===== src/rtl/wb_burst_master.sv =====
// wb_burst_master
// Wishbone B3 burst initiator. Takes a command (direction, start address,
// beat count, burst type), then runs an incrementing or wrapping burst
// using registered-feedback cycle type identifiers. It handles slave wait
// states, error and retry terminations, and a no-response timeout.
//
// Ports
//   wb_clk_i, wb_rst_n_i           clock, asynchronous active-low reset
//   cmd_*                          command handshake and fields (adr, len, bte, we)
//   wdat_* / wdat_ready_o          write data stream towards the bus
//   rdat_o, rdat_valid_o           read data stream (no backpressure)
//   done_o, status_o               end-of-command pulse and sticky status
//   wb_*                           Wishbone B3 master signals
//   dbg_state_o                    current FSM state (0 idle, 1 bus, 2 retry wait)
//
// Handshake semantics: a transfer happens on a rising clock edge where both
// valid and ready are high. cmd: cmd_ready_o is high only in IDLE. wdat: the
// word on wdat_i is consumed in the cycle where wdat_ready_o is high, which is
// exactly the cycle the slave acks a write beat. rdat has no ready; a word is
// presented for one cycle with rdat_valid_o high.
module wb_burst_master #(
    parameter int RETRY_GAP = 4,
    parameter int MAX_RETRY = 3,
    parameter int TIMEOUT   = 255
) (
    input  logic        wb_clk_i,
    input  logic        wb_rst_n_i,
    input  logic        cmd_valid_i,
    output logic        cmd_ready_o,
    input  logic        cmd_we_i,
    input  logic [31:0] cmd_adr_i,
    input  logic [7:0]  cmd_len_i,
    input  logic [1:0]  cmd_bte_i,
    input  logic [31:0] wdat_i,
    input  logic [3:0]  wdat_sel_i,
    input  logic        wdat_valid_i,
    output logic        wdat_ready_o,
    output logic [31:0] rdat_o,
    output logic        rdat_valid_o,
    output logic        done_o,
    output logic [1:0]  status_o,
    output logic [31:0] wb_adr_o,
    output logic [31:0] wb_dat_o,
    output logic [3:0]  wb_sel_o,
    output logic        wb_we_o,
    output logic        wb_cyc_o,
    output logic        wb_stb_o,
    output logic [2:0]  wb_cti_o,
    output logic [1:0]  wb_bte_o,
    input  logic [31:0] wb_dat_i,
    input  logic        wb_ack_i,
    input  logic        wb_err_i,
    input  logic        wb_rty_i,
    output logic [1:0]  dbg_state_o
);

    typedef enum logic [1:0] {
        S_IDLE  = 2'd0,
        S_BUS   = 2'd1,
        S_RWAIT = 2'd2
    } state_t;

    localparam logic [7:0]  RTY_MAX  = 8'(MAX_RETRY);
    localparam logic [15:0] GAP_LAST = 16'((RETRY_GAP > 0) ? RETRY_GAP - 1 : 0);
    localparam logic [31:0] TO_LAST  = 32'((TIMEOUT > 0) ? TIMEOUT - 1 : 0);
    localparam bit          TO_EN    = (TIMEOUT != 0);

    state_t      state;
    logic        stb_q;
    logic        len_zero_q;   // single classic cycle: cti stays 000
    logic [7:0]  rem_q;        // beats left after the current one
    logic [7:0]  rty_cnt;
    logic [15:0] gap_cnt;
    logic [31:0] to_cnt;

    logic        term_ack, term_err, term_rty;
    logic        fin;
    logic [1:0]  fin_status;
    logic        rd_beat;

    // Address bits [1:0] are forced to zero on the bus.
    logic [1:0]  unused_adr_lsb;
    assign unused_adr_lsb = cmd_adr_i[1:0];

    function automatic logic [2:0] cti_for(input logic len_zero, input logic [7:0] rem);
        if (len_zero)        return 3'b000;
        else if (rem == 8'd0) return 3'b111;
        else                 return 3'b010;
    endfunction

    // Wrapping bursts only step the low word-index bits; upper bits hold.
    function automatic logic [31:0] next_adr(input logic [31:0] a, input logic [1:0] bte);
        logic [31:0] n;
        n = a;
        case (bte)
            2'b00:   n = a + 32'd4;
            2'b01:   n[3:2] = a[3:2] + 2'd1;
            2'b10:   n[4:2] = a[4:2] + 3'd1;
            default: n[5:2] = a[5:2] + 4'd1;
        endcase
        return n;
    endfunction

    // On writes the strobe is withheld while no data word is offered, which
    // inserts master wait states without dropping cyc.
    assign wb_stb_o     = stb_q & (~wb_we_o | wdat_valid_i);
    assign wb_dat_o     = wdat_i;
    assign wb_sel_o     = wb_cyc_o ? (wb_we_o ? wdat_sel_i : 4'hF) : 4'h0;
    assign wdat_ready_o = wb_ack_i & wb_stb_o & wb_we_o;
    assign cmd_ready_o  = (state == S_IDLE);
    assign dbg_state_o  = state;

    assign term_ack = wb_stb_o & wb_ack_i;
    assign term_err = wb_stb_o & wb_err_i;
    assign term_rty = wb_stb_o & wb_rty_i;
    assign rd_beat  = (state == S_BUS) & term_ack & ~term_err & ~term_rty & ~wb_we_o;

    // Command completion decision, with err > rty > ack priority.
    always_comb begin
        fin        = 1'b0;
        fin_status = 2'b00;
        if (state == S_BUS) begin
            if (term_err) begin
                fin        = 1'b1;
                fin_status = 2'b01;
            end else if (term_rty) begin
                if (rty_cnt == RTY_MAX) begin
                    fin        = 1'b1;
                    fin_status = 2'b10;
                end
            end else if (term_ack) begin
                if (rem_q == 8'd0) begin
                    fin        = 1'b1;
                    fin_status = 2'b00;
                end
            end else if (TO_EN && (to_cnt == TO_LAST)) begin
                fin        = 1'b1;
                fin_status = 2'b11;
            end
        end
    end

    always_ff @(posedge wb_clk_i or negedge wb_rst_n_i) begin
        if (!wb_rst_n_i) begin
            state        <= S_IDLE;
            wb_cyc_o     <= 1'b0;
            stb_q        <= 1'b0;
            wb_we_o      <= 1'b0;
            wb_adr_o     <= 32'd0;
            wb_cti_o     <= 3'b000;
            wb_bte_o     <= 2'b00;
            len_zero_q   <= 1'b0;
            rem_q        <= 8'd0;
            rty_cnt      <= 8'd0;
            gap_cnt      <= 16'd0;
            to_cnt       <= 32'd0;
            rdat_o       <= 32'd0;
            rdat_valid_o <= 1'b0;
            done_o       <= 1'b0;
            status_o     <= 2'b00;
        end else begin
            done_o       <= 1'b0;
            rdat_valid_o <= rd_beat;
            if (rd_beat) rdat_o <= wb_dat_i;

            case (state)
                S_IDLE: begin
                    if (cmd_valid_i) begin
                        wb_we_o    <= cmd_we_i;
                        wb_adr_o   <= {cmd_adr_i[31:2], 2'b00};
                        wb_bte_o   <= cmd_bte_i;
                        rem_q      <= cmd_len_i;
                        len_zero_q <= (cmd_len_i == 8'd0);
                        wb_cti_o   <= cti_for(cmd_len_i == 8'd0, cmd_len_i);
                        rty_cnt    <= 8'd0;
                        to_cnt     <= 32'd0;
                        status_o   <= 2'b00;
                        wb_cyc_o   <= 1'b1;
                        stb_q      <= 1'b1;
                        state      <= S_BUS;
                    end
                end

                S_BUS: begin
                    if (fin) begin
                        wb_cyc_o <= 1'b0;
                        stb_q    <= 1'b0;
                        done_o   <= 1'b1;
                        status_o <= fin_status;
                        state    <= S_IDLE;
                    end else if (term_rty) begin
                        // Address and remaining count are untouched so the
                        // burst resumes at the retried beat.
                        rty_cnt  <= rty_cnt + 8'd1;
                        gap_cnt  <= GAP_LAST;
                        to_cnt   <= 32'd0;
                        wb_cyc_o <= 1'b0;
                        stb_q    <= 1'b0;
                        state    <= S_RWAIT;
                    end else if (term_ack) begin
                        to_cnt   <= 32'd0;
                        rem_q    <= rem_q - 8'd1;
                        wb_adr_o <= next_adr(wb_adr_o, wb_bte_o);
                        wb_cti_o <= cti_for(len_zero_q, rem_q - 8'd1);
                    end else begin
                        to_cnt <= to_cnt + 32'd1;
                    end
                end

                S_RWAIT: begin
                    if (gap_cnt == 16'd0) begin
                        wb_cti_o <= cti_for(len_zero_q, rem_q);
                        wb_cyc_o <= 1'b1;
                        stb_q    <= 1'b1;
                        state    <= S_BUS;
                    end else begin
                        gap_cnt <= gap_cnt - 16'd1;
                    end
                end

                default: state <= S_IDLE;
            endcase
        end
    end

endmodule


===== config.mk =====
export PLATFORM = sky130hd
export DESIGN_NAME = wb_burst_master
export DESIGN_NICKNAME = d
export VERILOG_FILES = /design/src/rtl/wb_burst_master.sv
export SDC_FILE = /design/constraint.sdc
export NUM_CORES = 1
export LEC_CHECK = 0
export ABC_AREA = 1
export BUFFER_PORTS_ARGS = -buffer_cell sky130_fd_sc_hd__buf_2
export CORE_ASPECT_RATIO = 0.6
export CORE_MARGIN = 1
export CORE_UTILIZATION = 25
export DETAILED_ROUTE_END_ITERATION = 6
export PLACE_DENSITY = 0.42
export SYNTH_ARGS = -nofsm -noshare
export SYNTH_HDL_FRONTEND = slang
export SYNTH_SLANG_ARGS = --single-unit
export TNS_END_PERCENT = 10

===== constraint.sdc =====
create_clock -name wb_clk_i -period 2 [get_ports wb_clk_i]
set_clock_uncertainty 0.1 [all_clocks]
set_input_delay 0 -clock wb_clk_i [delete_from_list [all_inputs] [get_ports wb_clk_i]]
set_output_delay 0 -clock wb_clk_i [all_outputs]
set_load 0.05 [all_outputs]

==> out/summary.txt, run 1 <==
Most common library cell in the layout ignoring fill and taps - nand2_1
Cell Pwr Density - 1460 nW/um2
Largest family of logic cells by synthesized area - simple AND/OR/NAND/NOR gates
Switching power - 0.00995 W
Final WL - 32100 um
Die ar. - 37300 um2
Die Wd - 249 um
Adder-Cell Fraction of Synth Area - 1.78%
CTS Root Cell - clkbuf_16
Sequential area share after synthesis - 38.1%
Slew Limit Fails - 0
Startpoint Class - register
Violation count after the first detailed-routing iteration - 626
Placement Setup Slack - -228 ps
I/O Pins - 234
Crit-path max cell delay - 420 ps
Critical-path maximum fanout - 28
Cts bufs inserted - 17
Fmax - 481 MHz
Post-synthesis mux area share - 1.87%
MaxCap Viol Count - 0
Synth Cell Area - 9120 um2
Fin. Hold Viols - 0
Area grow syn2layout - 44.5%
Dpl hpwl - 23600 um
Chip Height - 150 um
Leakage - 6.45 nW
Remaining Overflow, GRT - 0
Worst hold path type - input pin to asynchronous set/reset pin
Arr. time, crit path - 1980 ps
Longest Clk Path Bufs - 2
CP required - 1900 ps
Synth top area cells - dfrtp_1 (38%), nand2_1 (19%), nor2_1 (6.8%)
Max-slew headroom - 63.2%
Avg Cell Area, Syn - 6.87 um2
Via density - 4.46
GRT Util Overall - 17.6%
Peak supply drop - 0.000685 V
Synth area leader - dfrtp_1
RD Place Congestion - 0.867
Switch share - 51.8%
Worst reg2reg path depth - 17
Largest net degree at the start of global routing - 43
Post-synth cell types - 42
Pint - 0.00928 W
Crit end category - output pin
Global-route wire length before repair - 51300 um
Yosys reg bits - 139
First drt pass iteration count - 5
Final ANT Viol Nets - 0
Post-synthesis compound-gate area fraction - 7.89%
Worst-margin pin slew - 550 ps
Clk slew on worst S/H paths - 70 ps
Ant diodes - 0
Share of cells above drive strength 1 - 24.3%
Setup WS post-layout - -79.7 ps
Clock Power Share - 17.1%
DR WL/cell - 14.9 um
Final Cycle Share - 104%
Sink Count - 139
Slowest CP cell - dfrtp_2
Number of global-route vias before repair - 9042
Total Power - 0.0192 W
Top cell type's share of synthesized area - 38.1%
DR DRC count - 0
Initial antenna violation count - 0
Outcome - finished, violations left
Commonest non-fill, non-tap cells in the layout - nand2_1 (453), buf_2 (163), nor2_1 (153), dfrtp_1 (133), buf_4 (114)
Initial Util - 25.7%
Unrepaired setup endpoints after global routing - yes
DR vias - 9605
Failing checks - negative setup slack
Yosys warns - 0
CTS H-Tree Depth - 4
Crit path kind - register to output pin
# setup viols final - 17
Final min period - 2080 ps
Post-synthesis cell count - 1328
CP Cell Sequence - nand2_4, nand3_2, buf_4, buf_8, inv_1, nand2_1, inv_1, buf_4
Combinational power share - 59.2%
Final-stage net count - 1806
TritonCTS clock tree - done
Simple-gate portion of the synthesized area - 37.1%
Synth Area in XOR/XNOR - 3.55%
Placement Rows - 53
Sequential share of power - 23.6%
Core ar. - 35500 um2
# port buffers - 165
Latest clock arrival within the worst-skew pair - 440 ps
## metal layers
metal,routed length (um),part of all wire (%),GRT usage (%),up-vias
li1,-,-,-,4898
met1,17000,53,27.1,4485
met2,13300,42,25.0,202
met3,1500,4.7,3.24,20
met4,272,0.85,3.42,0
met5,0,0,0,-
## final cells by class
class                           instances  area, um2
Multi-Input combinational cell       1008       5010
Timing Repair Buffer                  405       3100
Clock inverter                         15        165
Inverter                              104        404
Sequential cell                       139       3490
Tap cell                              467        584
Fill cell                            3757      22300
Clock buffer                           17        425
## kinds of logic (layout without fill, tap and decap cells)
kind of cell    after synthesis  after routing
buf+inv                     182            541
simple gates                803            803
fa+ha+maj                    13             13
xor+xnor                     37             37
mux                          17             17
flops                       139            139
other cells                   1              2
compound gates              136            136
## worst paths after layout
| kind | from | end | slack [ps] |
|---|---|---|---|
| max in group asynchronous | wb_rst_n_i | wb_adr_o[14] | 1400 |
| min in group wb_clk_i | wdat_valid_i | rty_cnt[1] | 80 |
| worst max-delay path | wb_we_o | wdat_ready_o | -80 |
| worst min-delay path | wb_rst_n_i | rdat_o[13] | 10 |
| worst min register to register | rdat_o[2] | rdat_o[2] | 360 |
| worst max register to register | to_cnt[0] | gap_cnt[14] | -80 |
## power by group through the flow
stage	registers (W)	clock network [W]	logic, W
final	0.00455	0.00329	0.0114
after global routing	0.00469	0.00353	0.0124
after CTS	0.00454	0.00340	0.0111
after detailed placement	0.00457	0	0.0106
after global placement	0.00457	0	0.0106
after floorplan	0.00686	0	0.00499
## cell usage after synthesis, drive strengths merged
cell / number
clkbuf: 20
nand3b: 8
nand3: 74
or2: 2
o22ai: 1
clkinv: 1
xor2: 29
nor4: 4
inv: 103
o21ai: 119
a22oi: 1
nand2: 473
a21o: 2
nor3b: 1
buf: 58
mux2i: 17
a31o: 1
o31ai: 1
a21oi: 6
a21boi: 2
xnor2: 8
dfrtp: 139
o21bai: 3
ha: 13
nor3: 50
conb: 1
nand4: 22
nor2: 169
## through the flow
step           util (%)  area, um2  TNS, ps  hold slack, ps  cells
6_report           37.1      13200    -1160            14.9   2155
5_1_grt            37.1      13200   -10800            25.0   2155
3_5_place_dp       31.5      11200   -14190            -172   2006
4_1_cts            36.6      13000    -2980            15.7   2152
2_1_floorplan         -       9200    -6520            -396   1329
3_3_place_gp       31.5      11200   -11500            -172   2006
## flip-flops by register name (all words and copies together) (netlist names)
register      flops
dbg_state_o       2
done_o            1
gap_cnt          16
len_zero_q        1
rdat_o           32
rdat_valid_o      1
rem_q             8
rty_cnt           8
status_o          2
stb_q             1
to_cnt           32
wb_adr_o         30
wb_bte_o          2
wb_cti_o          2
wb_we_o           1
## timing repair
item	CTS	global route
setup buffers	4	5
pin swaps	7	14
resized for setup	26	61
endpoints found under the setup margin	129	132
hold buffers	110	0
hold endpoints to repair	250	0
gates cloned	0	0
## critical path, delay by kind of cell, from the launching register on
family        cells  cell delay, ps
buf+inv           5             780
flops             1             420
simple gates      3             320
Power figures use the tool's default switching activity.
==> run 2, diff against run 1 <==
--- a/config.mk
+++ b/config.mk
@@ -8,7 +8,7 @@
 export ABC_AREA = 1
 export BUFFER_PORTS_ARGS = -buffer_cell sky130_fd_sc_hd__buf_2
 export CORE_ASPECT_RATIO = 0.6
-export CORE_MARGIN = 1
+export CORE_MARGIN = 10
 export CORE_UTILIZATION = 25
 export DETAILED_ROUTE_END_ITERATION = 6
 export PLACE_DENSITY = 0.42
==> out/summary.txt, run 2 (synthesized netlist as in run 1, its figures left out) <==
Outcome - finished, violations left
Failing checks - negative setup slack
RD Place Congestion - 0.877
Peak supply drop - 0.000622 V
FF-to-FF setup slack - -130 ps
Unrepaired setup endpoints after global routing - yes
Placed inst area - 11300 um2
Most frequent CP cell - nand2_1
MaxCap Viol Count - 0
Setup crit start - to_cnt[0]
DR vias - 9675
Worst hold path type - input pin to register
TritonCTS clock tree - done
Fin util - 37.2%
Final Cycle Share - 106%
Remaining Overflow, GRT - 0
Sink Count - 139
Initial Util - 25.2%
Area of the multi-input gates - 5010 um2
Commonest non-fill, non-tap cells in the layout - nand2_1 (438), buf_2 (164), nor2_1 (159), dfrtp_1 (133), buf_4 (119)
Share of cells above drive strength 1 - 25.4%
Chip Height - 168 um
# port buffers - 165
Final min period - 2130 ps
Switch share - 51.5%
Final WL - 34600 um
Cts bufs inserted - 17
Min-delay src - wb_ack_i
CP Cell Sequence - inv_2, ha_4, inv_2, nor2_4, nand2_1, nor2_1, nand2_1, nor2_2, nand2_2, nand3_4, nand2_8, buf_8, nand2_8, buf_12, nor2_4, nand2_1, nand2_1
Register area - 3490 um2
I/O Pins - 234
DR WL/cell - 15.9 um
Most common library cell in the layout ignoring fill and taps - nand2_1
Crit path kind - register to register
Slowest CP cell - dfrtp_1
Via density - 4.44
Violation count after the first detailed-routing iteration - 692
Critical-path maximum fanout - 8
Cell Pwr Density - 1480 nW/um2
Startpoint Class - register
CP required - 2220 ps
CTS H-Tree Depth - 4
DR DRC count - 0
Cell area after layout - 13400 um2
Crit end category - register
Latest clock arrival within the worst-skew pair - 440 ps
Combinational power share - 61.1%
Top flop regs - rdat_o x32, to_cnt x32, wb_adr_o x30
Core ar. - 36100 um2
Slew Limit Fails - 0
Global-route wire length before repair - 55600 um
Setup WS post-layout - -129 ps
Fillers - 3787
Largest net degree at the start of global routing - 33
Placement Rows - 54
Area grow syn2layout - 47.4%
Worst-margin pin slew - 553 ps
Fin. Hold Viols - 0
Setup TNS - -7380 ps
Arr. time, crit path - 2350 ps
Max-slew headroom - 63.0%
Ant diodes - 0
Final ANT Viol Nets - 0
Clk slew on worst S/H paths - 60 ps
Clock Power Share - 15.8%
Longest Clk Path Bufs - 2
Number of global-route vias before repair - 9765
Crit-path max cell delay - 390 ps
First drt pass iteration count - 5
Placement Setup Slack - -172 ps
CTS Root Cell - clkbuf_16
Fmax - 470 MHz
Worst reg2reg path startpoint - to_cnt[0]
Pint - 0.00965 W
Die ar. - 44800 um2
Switching power - 0.0102 W
Die Wd - 267 um
Hold WS - 72.8 ps
Dpl hpwl - 24700 um
Initial antenna violation count - 0
Leakage - 6.59 nW
# setup viols final - 92
Sequential share of power - 23.0%
Final-stage net count - 1822
GRT Util Overall - 15.6%
[run 2: metrics by stage]
stage               total power [W]  instances
global route                 0.0213       2180
finish                       0.0199       2180
global placement             0.0152       2020
CTS                          0.0199       2180
detailed placement           0.0152       2020
floorplan                    0.0118       1329
[run 2: layout make-up]
type                            instances  area share [%]
Tap cell                              476            4.43
Clock inverter                         13           0.893
Sequential cell                       139            25.9
Timing Repair Buffer                  421            25.1
Clock buffer                           19            3.29
Inverter                              104            3.08
Multi-Input combinational cell       1008            37.2
[run 2: what timing repair did]
item                                    in CTS  in global routing
resized for setup                           65                 31
pin swaps                                   16                 10
setup buffers                               11                  0
endpoints found under the setup margin      87                103
endpoints found under the hold margin      251                  0
hold buffers                               112                  0
gates cloned                                 5                  0
[run 2: path summary, 6_finish.rpt]
check | to | cells past startpoint
max in group asynchronous | to_cnt[21] | 4
worst max-delay path | rty_cnt[0] | 17
min in group asynchronous | to_cnt[4] | 3
worst min register to register | rdat_o[5] | 2
worst max register to register | rty_cnt[0] | 17
worst min-delay path | to_cnt[2] | 5
[run 2: power by group through the flow]
stage	Clock [W]	Combinational, W	Sequential (W)
after CTS	0.00325	0.0120	0.00457
after global placement	0	0.0106	0.00461
after floorplan	0	0.00499	0.00686
after detailed placement	0	0.0106	0.00460
after global routing	0.00336	0.0132	0.00473
final	0.00315	0.0122	0.00458
[run 2: per-layer routing]
metal  track usage (%)  vias up  part of all wire (%)
li1                  -     4955                     -
met3              3.03       23                   4.6
met5                 0        -                     0
met1              22.6     4491                    50
met4              3.08        0                   1.0
met2              23.5      206                    44
[run 2: worst max-delay path, delay by kind of cell (launching register included)]
| kind | cells | cell delay, ps |
|---|---|---|
| buf+inv | 4 | 400 |
| flops | 1 | 390 |
| simple gates | 12 | 990 |
| fa+ha+maj | 1 | 120 |
